`config.mk`:
```
export PLATFORM = sky130hd
export DESIGN_NAME = div_unit
export DESIGN_NICKNAME = d
export VERILOG_FILES = /design/src/rtl/div_unit.sv
export SDC_FILE = /design/constraint.sdc
export NUM_CORES = 1
export LEC_CHECK = 0
export ABC_CLOCK_PERIOD_IN_PS = 4730
export CORE_MARGIN = 10
export CORE_UTILIZATION = 35
export DETAILED_ROUTE_END_ITERATION = 16
export PLACE_DENSITY_LB_ADDON = 0.05
export SLEW_MARGIN = 10
export SYNTH_ARGS = -nofsm -noshare
export SYNTH_HDL_FRONTEND = slang
export SYNTH_SLANG_ARGS = --single-unit
```
`constraint.sdc`:
```
create_clock -name CLK -period 4.73 [get_ports CLK]
set_input_delay 1.1825 -clock CLK [delete_from_list [all_inputs] [get_ports CLK]]
set_output_delay 1.1825 -clock CLK [all_outputs]
set_load 0.02 [all_outputs]
```
`src/rtl/div_unit.sv`:
```
// rtl/div_unit.sv - multi-cycle 32-bit restoring divider for DIV/DIVU
//
// One restoring step per cycle on operand magnitudes, then a sign fix-up
// when the result is captured. Holds the EX stage via DIV_STALL_REQ while
// a division is in flight.
//
// Ports:
//   CLK            clock, rising edge
//   RST            synchronous active-high reset
//   START          division requested this cycle
//   ANNUL          abandon the current division
//   SIGNED_DIV     1 = DIV (two's complement), 0 = DIVU
//   OPDATA1        dividend, sampled when leaving IDLE
//   OPDATA2        divisor, sampled when leaving IDLE
//   RESULT         {remainder, quotient}, valid while READY, else 0
//   READY          high exactly while in END
//   DIV_STALL_REQ  stall request to EX (combinational)

module div_unit (
  input  logic        CLK,
  input  logic        RST,
  input  logic        START,
  input  logic        ANNUL,
  input  logic        SIGNED_DIV,
  input  logic [31:0] OPDATA1,
  input  logic [31:0] OPDATA2,
  output logic [63:0] RESULT,
  output logic        READY,
  output logic        DIV_STALL_REQ
);

  typedef enum logic [1:0] {
    S_IDLE,
    S_BY_ZERO,
    S_ON,
    S_END
  } state_t;

  state_t      state;
  logic [4:0]  cnt;
  // Low 64 bits of the 65-bit working register; bit 64 is only ever
  // needed from the post-step value at capture time, so it is not stored.
  logic [63:0] dreg;
  logic [31:0] vreg;
  logic        sign1;
  logic        sign2;
  logic        signed_q;

  logic [31:0] op1_mag;
  logic [31:0] op2_mag;
  logic [32:0] diff;
  logic [64:0] dstep;
  logic [31:0] quo_mag;
  logic [31:0] rem_mag;
  logic [31:0] quo_fix;
  logic [31:0] rem_fix;

  assign op1_mag = (SIGNED_DIV && OPDATA1[31]) ? (32'd0 - OPDATA1) : OPDATA1;
  assign op2_mag = (SIGNED_DIV && OPDATA2[31]) ? (32'd0 - OPDATA2) : OPDATA2;

  // Trial subtraction of the divisor from the already-shifted partial remainder.
  assign diff  = {1'b0, dreg[63:32]} - {1'b0, vreg};
  assign dstep = diff[32] ? {dreg, 1'b0} : {diff[31:0], dreg[31:0], 1'b1};

  assign quo_mag = dstep[31:0];
  assign rem_mag = dstep[64:33];

  // Truncating division: quotient sign from XOR of signs, remainder follows dividend.
  assign quo_fix = (signed_q && (sign1 ^ sign2)) ? (32'd0 - quo_mag) : quo_mag;
  assign rem_fix = (signed_q && sign1) ? (32'd0 - rem_mag) : rem_mag;

  assign DIV_STALL_REQ = START & ~READY & ~ANNUL & ~RST;

  always_ff @(posedge CLK) begin
    if (RST) begin
      state    <= S_IDLE;
      cnt      <= 5'd0;
      dreg     <= 64'd0;
      vreg     <= 32'd0;
      sign1    <= 1'b0;
      sign2    <= 1'b0;
      signed_q <= 1'b0;
      RESULT   <= 64'd0;
      READY    <= 1'b0;
    end else begin
      case (state)
        S_IDLE: begin
          if (START && !ANNUL) begin
            if (OPDATA2 == 32'd0) begin
              state <= S_BY_ZERO;
            end else begin
              state    <= S_ON;
              dreg     <= {31'd0, op1_mag, 1'b0};
              vreg     <= op2_mag;
              sign1    <= OPDATA1[31];
              sign2    <= OPDATA2[31];
              signed_q <= SIGNED_DIV;
              cnt      <= 5'd0;
            end
          end
        end

        S_BY_ZERO: begin
          state  <= S_END;
          READY  <= 1'b1;
          RESULT <= 64'd0;
        end

        S_ON: begin
          if (ANNUL) begin
            state <= S_IDLE;
          end else begin
            dreg <= dstep[63:0];
            cnt  <= cnt + 5'd1;
            if (cnt == 5'd31) begin
              state  <= S_END;
              READY  <= 1'b1;
              RESULT <= {rem_fix, quo_fix};
            end
          end
        end

        S_END: begin
          // Result is held for as long as EX keeps START asserted.
          if (ANNUL || !START) begin
            state  <= S_IDLE;
            READY  <= 1'b0;
            RESULT <= 64'd0;
          end
        end

        default: begin
          state <= S_IDLE;
        end
      endcase
    end
  end

endmodule

```
Yosys cells after proc, flatten, opt, wreduce, memory -nomap -nowiden
Index checks and enable logic that the tools add are counted.
{"block": "totals", "regBits": 171, "word_cells": 76, "in_bits": 69}
{"block": "classes", "muxes": 27, "n_eq_ne": 10, "bitwise": 8, "addsub": 6, "reduce_logical": 16}
{"op": "$mux 64", "n": 6}
{"op": "$pmux 64 s3", "n": 1}
{"op": "$mux 32", "n": 4}
{"op": "$pmux 64 s2", "n": 1}
{"op": "$sub 1x32->32 const A", "n": 4}
{"op": "$mux 65", "n": 1}
{"op": "$sub 32x32->33", "n": 1}
{"op": "$logic_not 32->1", "n": 1}
{"op": "$mux 5", "n": 3}
{"op": "$mux 2", "n": 5}
{"op": "$ne 2x2->1 const B", "n": 5}
{"op": "$pmux 5 s2", "n": 1}
{"op": "$pmux 2 s4", "n": 1}
{"op": "$reduce_and 4->1", "n": 2}
{"op": "$reduce_and 3->1", "n": 2}
{"op": "$add 5x1->5 const B", "n": 1}
{"op": "$eq 5x5->1 const B", "n": 1}
{"op": "$logic_and 1x1->1", "n": 5}
{"op": "$eq 2x2->1 const B", "n": 2}
{"op": "$not 1->1", "n": 4}
{"op": "$and 1x1->1", "n": 3}
{"op": "$mux 1", "n": 3}
{"op": "$ne 3x3->1 const B", "n": 1}
{"op": "$pmux 1 s3", "n": 1}
{"op": "7 further kinds", "n": 8}

Logic depth before layout (Yosys ltp)
{"block": "logic_depth", "word_depth": 7, "ltp_mapped": 24, "ltp_nobuf": 21}

Least setup slack after synthesis
OpenSTA, ideal clock, no wires.
{"block": "synth_path", "path_kind": "register to register", "from": "reg dreg[32]", "to": "reg RESULT[60]", "setup_time_ns": 0.127, "arrival_time_ns": 4.655, "path_buffers": 2, "period_less_slack_ns": 4.782, "setup_slack_ns": -0.052, "path_stages_with_launch": 24, "required_time_ns": 4.603, "path_cell_list": "dfxtp_1 > inv_1 > ha_1 > fa_1 > and2b_4 > o2111ai_4 > a2111oi_4 > o21ai_2 > nand2_4 > buf_2 > buf_1 > nand2_1 > o21ai_0 > ha_1 > nand2_1 > or3_1 > nor3_1 > nand3_1 > o41a_1 > nor4b_1 > and2_1 > a31oi_1 > xnor2_1 > o21ai_1"}
{"block": "synth_via", "elab_chain_len": 7}
{"item": "start, declared", "line": "43", "text": "logic [63:0] dreg;"}
{"item": "start signal, assigned", "line": "93", "text": "dreg <= {31'd0, op1_mag, 1'b0};"}
{"item": "start signal, assigned", "line": "113", "text": "dreg <= dstep[63:0];"}
{"item": "$sub 32x32->33", "line": "62", "text": "assign diff = {1'b0, dreg[63:32]} - {1'b0, vreg};"}
{"item": "$mux 65 (*)", "line": "63", "text": "assign dstep = diff[32] ? {dreg, 1'b0} : {diff[31:0], dreg[31:0], 1'b1};"}
{"item": "$sub 1x32->32", "line": "70", "text": "assign rem_fix = (signed_q && sign1) ? (32'd0 - rem_mag) : rem_mag;"}
{"item": "$mux 32 (*)", "line": "70"}
{"item": "$mux 64 (*)", "line": "115", "text": "if (cnt == 5'd31) begin"}
{"item": "$mux 64 (*)", "line": "110", "text": "if (ANNUL) begin"}
{"item": "$pmux 64 s3 (*)", "line": "86", "text": "case (state)"}
{"item": "end signal, assigned", "line": "118", "text": "RESULT <= {rem_fix, quo_fix};"}
{"item": "end, declared", "line": "27", "text": "output logic [63:0] RESULT,"}
Every way passes the cells marked *; elsewhere a longest branch is shown, timed or not. The select of a mux whose other input is x is not followed.
A chain may end at the register's enable or synchronous reset.

Final worst setup path
Ends and elaborated chain as after synthesis.

==> summary.txt <==
Synthesis
  • Synthesized cell area: between 10000 and 15000 um^2
  • Seq/Total Area, Yosys: between 20% and 30%
  • Mapped Cells: 1601
  • Ranking of synthesized cells by area: dfxtp_1 (29%), nor2_1 (6.7%), nand2_1 (6.2%)
  • Cell variety after synth: 94
  • Ys async rst share: 0%
  • Post-synth EDFFs: 0
  • #FFs+latches synth: ~170
  • Area leader, netlist: dfxtp_1
  • Yosys warning total: 0
  • Syn nets: approximately 1700
  • Top_reg_cell synth: dfxtp_1
  • Yosys top cell area share: around 29%
  • Syn_area_per_cell: about 7.4 um^2

Power
  • VDD IR-drop max: 0.256 mV
  • Pwr per Cell Area: around 300 nW/um^2
  • Tot Pwr: 4.41 mW
  • P_leak: 5.49 nW

Critical path
  • CP max-delay cell: or3_4
  • CP arrival: roughly 4800 ps
  • Critical path startpoint category: flop
  • Crit-path cells: inv_1 > ha_2 > fa_2 > and2b_4 > o2111ai_4 > a2111oi_4 > o21ai_2 > nand2_4 > nand2_1 > o21ai_0 > ha_2 > nand2_1 > or3_4 > nor3_2 > nand3_1 > o41a_1 > nor4b_2 > buf_4 > and2_4 > a31oi_1 > xnor2_1 > o21ai_1
  • Setup crit end kind: flop
  • Cell family with most CP delay: simple AND/OR/NAND/NOR gates
  • RR Endpoint: RESULT[60]$_SDFFE_PP0P_
  • Crit-path max FO: 6
  • CP bufs+invs: 2
  • CP Class: flop to flop
  • Worst-case reg-to-reg path depth: 22
  • Critical Path RT: a little over 5000 ps
  • Flop2flop setup slack: 250 ps
  • Crit path largest cell delay: about 390 ps
  • Reg2reg start: dreg[32]$_SDFFE_PP0P_

STA
  • Max-slew headroom: 29.7%
  • Period utilization: between 90% and 100%
  • Min Clock Period, post-route: 4480 ps
  • Fin Setup TNS: 0 ps
  • Setup violations, final: 0
  • Final Skew: roughly 12 ps
  • Hold Violations, Final: 0
  • Max-slew violation count: 0
  • Worst slew pin tran: ~1000 ps
  • Worst setup margin: 250 ps
  • Hold Slack: between 400 and 500 ps
  • Peak Freq: approximately 220 MHz

Clocking
  • TritonCTS buffer count: 17
  • CTS tree: yes
  • Root buffer cell: clkbuf_16
  • Sink Count: approximately 170
  • CTS max path bufs: 2
  • Hold_buf cts: 0
  • CTS HTree Levels: 4
  • Clock-pin transition on the worst setup and hold timing paths: roughly 70 ps
  • Clock latency on the worst-skew pair: 450 ps

Floorplan
  • Total die area: between 40000 and 50000 um^2
  • Chip Height: about 200 um
  • Core area: 33500 um^2
  • Initial core utilization: between 30% and 40%
  • Site row count: 67
  • Io pins: roughly 140
  • Die Wd: around 200 um

Routing
  • Number of iterations in the first detailed-routing pass: 5
  • Total wire length: roughly 44000 um
  • Via count: approximately 12000
  • WL/cell: approximately 20 um
  • Drt via density: ~5.5
  • Residual DRC: 0
  • DR iter-0 viols: roughly 900
  • Antenna Nets Post-Route: 0

Placed design
  • DP HPWL: approximately 34000 um
  • Placed Instances: 2152
  • Gpl congestion: 0.890
  • DP Worst Slack: around 150 ps
  • Port bufs: 134

Min path
  • Hold path endpoint: RESULT[57]$_SDFFE_PP0P_
  • Hold WC Path Type: flop to flop
  • Hold depth: 2
  • Hold Path Origin: RESULT[57]$_SDFFE_PP0P_

Layout
  • Layout cell share with drive strength beyond 1: around 9%
  • FILL cells: 3439
  • Antenna cell count: 0
  • Layout Cells excl Fill: about 2200
  • Nets: roughly 1800
  • Area Growth Syn to Fin: 23.3%

Global route
  • Initial antenna violation count: 1
  • GR Overflow Total: 0
  • Total track usage: between 20% and 30%
  • Number of global-route vias before repair: about 11000
  • First-pass GRT wire length: just under 70000 um
  • Largest net degree at the start of global routing: 79

Outcome
  • Status: finished clean

Flow run
  • Max Cap Viol: 0
## worst reg2reg max path, stage by stage, from the launching register on
cell	delay, ps
dfxtp_1	330
inv_1	60
ha_2	210
fa_2	350
and2b_4	290
o2111ai_4	140
a2111oi_4	380
o21ai_2	150
nand2_4	120
nand2_1	60
o21ai_0	100
ha_2	250
nand2_1	90
or3_4	390
nor3_2	170
nand3_1	120
o41a_1	180
nor4b_2	270
buf_4	170
and2_4	140
a31oi_1	90
xnor2_1	210
o21ai_1	70
## state kept, by name, indices dropped and copies added, names as in the netlist
register  cells
READY         1
RESULT       64
cnt           5
dreg         64
sign1         1
sign2         1
signed_q      1
state         2
vreg         32
## worst max-delay path by stage
| stage | cells after the start | start | end |
|---|---|---|---|
| 2_1_floorplan | 23 | dreg[32]$_SDFFE_PP0P_ | RESULT[60]$_SDFFE_PP0P_ |
| 3_5_place_dp | 22 | dreg[32]$_SDFFE_PP0P_ | RESULT[60]$_SDFFE_PP0P_ |
| 3_3_place_gp | 22 | dreg[32]$_SDFFE_PP0P_ | RESULT[60]$_SDFFE_PP0P_ |
| 4_1_cts | 22 | dreg[32]$_SDFFE_PP0P_ | RESULT[60]$_SDFFE_PP0P_ |
| 5_1_grt | 22 | dreg[32]$_SDFFE_PP0P_ | RESULT[60]$_SDFFE_PP0P_ |
| 6_report | 22 | dreg[32]$_SDFFE_PP0P_ | RESULT[60]$_SDFFE_PP0P_ |
## through the flow
stage | area, um^2 | utilization (%)
2_1_floorplan | 11900 | -
3_3_place_gp | 14000 | 41.7
3_5_place_dp | 14000 | 41.7
4_1_cts | 14600 | 43.7
5_1_grt | 14700 | 43.8
6_report | 14700 | 43.8
## layer usage
layer / vias to the layer above / routed length (um) / GRT usage, %
li1: 6006 / - / -
met1: 5701 / 22000 / 30.0
met2: 312 / 19200 / 30.6
met3: 31 / 2300 / 3.43
met4: 2 / 504 / 4.79
met5: - / 18 / 0
## cells by family (layout without fill, tap and decap cells)
logic type | after synthesis | after routing | synth area share, %
buffers and inverters | 150 | 289 | 5.10
adders and majority gates | 39 | 39 | 4.16
AOI/OAI and AO/OA | 469 | 469 | 26.4
DFF | 171 | 171 | 28.7
and+or+nand+nor | 626 | 626 | 24.8
muxes | 15 | 15 | 1.28
xor gates and xnor gates | 131 | 131 | 9.62
## report_power, final
group          internal (mW)  switching (mW)
sequential              1.49          0.0626
combinational          0.496           0.770
clock                  0.916           0.677
total                   2.90            1.51
## cell usage after synthesis (3+ instances only)
library cell / count
a22oi_1: 50
a21oi_1: 128
a311oi_1: 5
nand2b_1: 16
nand3b_1: 6
xor2_1: 65
a31oi_1: 12
nor4b_1: 3
o311ai_0: 3
and3_1: 8
nor3b_1: 5
nand2_1: 197
o221ai_1: 3
clkbuf_1: 68
o21a_1: 7
o41ai_1: 9
nor4_1: 10
dfxtp_1: 171
o211ai_1: 36
nand4b_1: 3
nor2b_1: 9
nor3_1: 42
or2_2: 7
o31ai_1: 16
nor2_1: 213
o21ai_1: 15
o21ai_0: 83
a211oi_1: 37
nand3_1: 26
a41oi_1: 5
buf_2: 24
a32oi_1: 5
a21o_1: 10
or4_1: 12
or3_1: 24
and2_1: 9
inv_1: 50
mux2i_1: 13
nand4_1: 13
buf_1: 5
nor3_2: 4
ha_1: 38
a21boi_0: 3
xnor2_1: 66
## layout make-up
type | instances | area [um^2] | share of cell area, %
multi-input cells | 1280 | 7950 | 54.1
flip-flops and latches | 171 | 3420 | 23.3
repair buffers | 206 | 1930 | 13.1
well taps | 448 | 561 | 3.81
clock buffers | 18 | 439 | 2.99
clock inverters | 14 | 208 | 1.41
inverters | 51 | 191 | 1.30
## timing repair
action                                  in CTS  in global routing
gates resized for setup                      0                  8
setup buffers                                0                  4
endpoints found under the setup margin       0                  5
## layout by cell type (no fill, tap or decap), drive strengths merged, types with 14 or more instances in the layout
cell           Yosys  routed
buf               31      73
inv               51      58
nor2             213     213
clkbuf            68      18
nand2            198     198
a211oi            38      38
or3               24      24
a22oi             50      50
ha                38      38
nand2b            16      16
clkdlybuf4s50      0     133
o31ai             18      18
xor2              65      65
nand4             14      14
dfxtp            171     171
o211ai            36      36
nand3             26      26
nor3              46      46
o21ai             99      99
a21oi            131     131
xnor2             66      66
No activity file was read; power rests on OpenSTA's default activity.
==> RTL change, RTL diff (config.mk and constraints unchanged) <==
Encoding of `state_t`: now Gray code (2 bits for 4 states).
--- a/src/rtl/div_unit.sv
+++ b/src/rtl/div_unit.sv
@@ -32,6 +32,6 @@
   typedef enum logic [1:0] {
-    S_IDLE,
-    S_BY_ZERO,
-    S_ON,
-    S_END
+    S_IDLE    = 2'b00,
+    S_BY_ZERO = 2'b01,
+    S_ON      = 2'b11,
+    S_END     = 2'b10
   } state_t;
Formal check against the unedited RTL: no difference found for any inputs over 4 cycles, from zero or initial values and one cycle with RST high; so few cycles prove little.
==> RTL change against the unedited design <==
- wire length is 8.2% lower
- utilization is 0.40 points lower
- total power is 15% lower
- cell area is 6.0% lower
- maximum frequency is 0.86% higher
- area after synthesis is 4.7% lower
- sequential cell count stayed put
- worst setup slack better by 0.038 ns
==> RTL change: results <==
{
  "path_delay_family": "compound AO/OA/AOI/OAI gates",
  "switching_share_pct": 32.5,
  "irDropWorstVdd_uv": 230,
  "dp_hpwl_mm": 30.7,
  "grt_start_max_net_pins": 89,
  "fill_cells": 3242,
  "max_slew_margin_pct": 18.2,
  "stdcell_area_um2": 13800,
  "grt_util_all_layers_pct": 19.3,
  "yosysUniqueCellTypes": 87,
  "seq_area_um2": 3420,
  "gp_congestion": 0.909,
  "inv_count": 47,
  "max_stage_delay_ns": 0.47,
  "grt_pass1_wl_mm": 62.8,
  "syn_inst": 1488,
  "buffer_area_share_pct": 11.9,
  "syn_nets": 1596,
  "first_iter_violations": 918,
  "grt_pass1_vias": 10500,
  "status": "complete, no violations",
  "clockNetworkAreaShare_pct": 4.14,
  "antenna_found_initial": 0,
  "fin_util_pct": 43.4,
  "static-leakage-power_nw": 5.07,
  "finClkSkew_ns": 0.0116
}
RTL change: cell count changes after synthesis, sizes merged, moves of 13 or more:
cell	before	now
a22o	2	23
o211ai	36	9
nor3	46	33
a221oi	4	22
nand2	198	117
buf	31	17
nor2	213	257
a31oi	12	34
a21oi	131	114
o21ai	99	70
RTL change: layer usage:
metal	part of all wire (%)	track usage (%)	vias to the layer above
met3	5.1	3.19	27
met4	1.1	4.12	0
met5	0	0	-
met2	40	26.3	310
li1	-	-	5558
met1	54	30.3	5212
RTL change: power by group through the flow:
stage               logic (mW)  registers (mW)  clock network (mW)
floorplan                0.528            1.53                   0
global placement         0.808            1.55                   0
detailed placement       0.806            1.55                   0
CTS                      0.809            1.52                1.46
global route             0.900            1.52                1.52
finish                   0.819            1.52                1.43
RTL change: path summary, 6_finish.rpt:
| kind | start | to | slack (ns) | cells after the start |
|---|---|---|---|---|
| setup / recovery | dreg[32]$_SDFFE_PP0P_ | RESULT[58]$_SDFFE_PP0P_ | 0.29 | 20 |
| hold / removal | vreg[30]$_SDFFE_PP0P_ | vreg[30]$_SDFFE_PP0P_ | 0.45 | 2 |
| setup reg to reg | dreg[32]$_SDFFE_PP0P_ | RESULT[58]$_SDFFE_PP0P_ | 0.29 | 20 |
| hold reg to reg | vreg[30]$_SDFFE_PP0P_ | vreg[30]$_SDFFE_PP0P_ | 0.45 | 2 |
RTL change: kinds of logic after synthesis:
group	share of synthesized area (%)
flip-flops	30.1
multiplexers	1.23
XOR/XNOR	10.8
buffers and inverters	5.05
adder cells (fa/ha/maj)	4.36
AND/OR/NAND/NOR	22.5
AO/OA/AOI/OAI	26.0
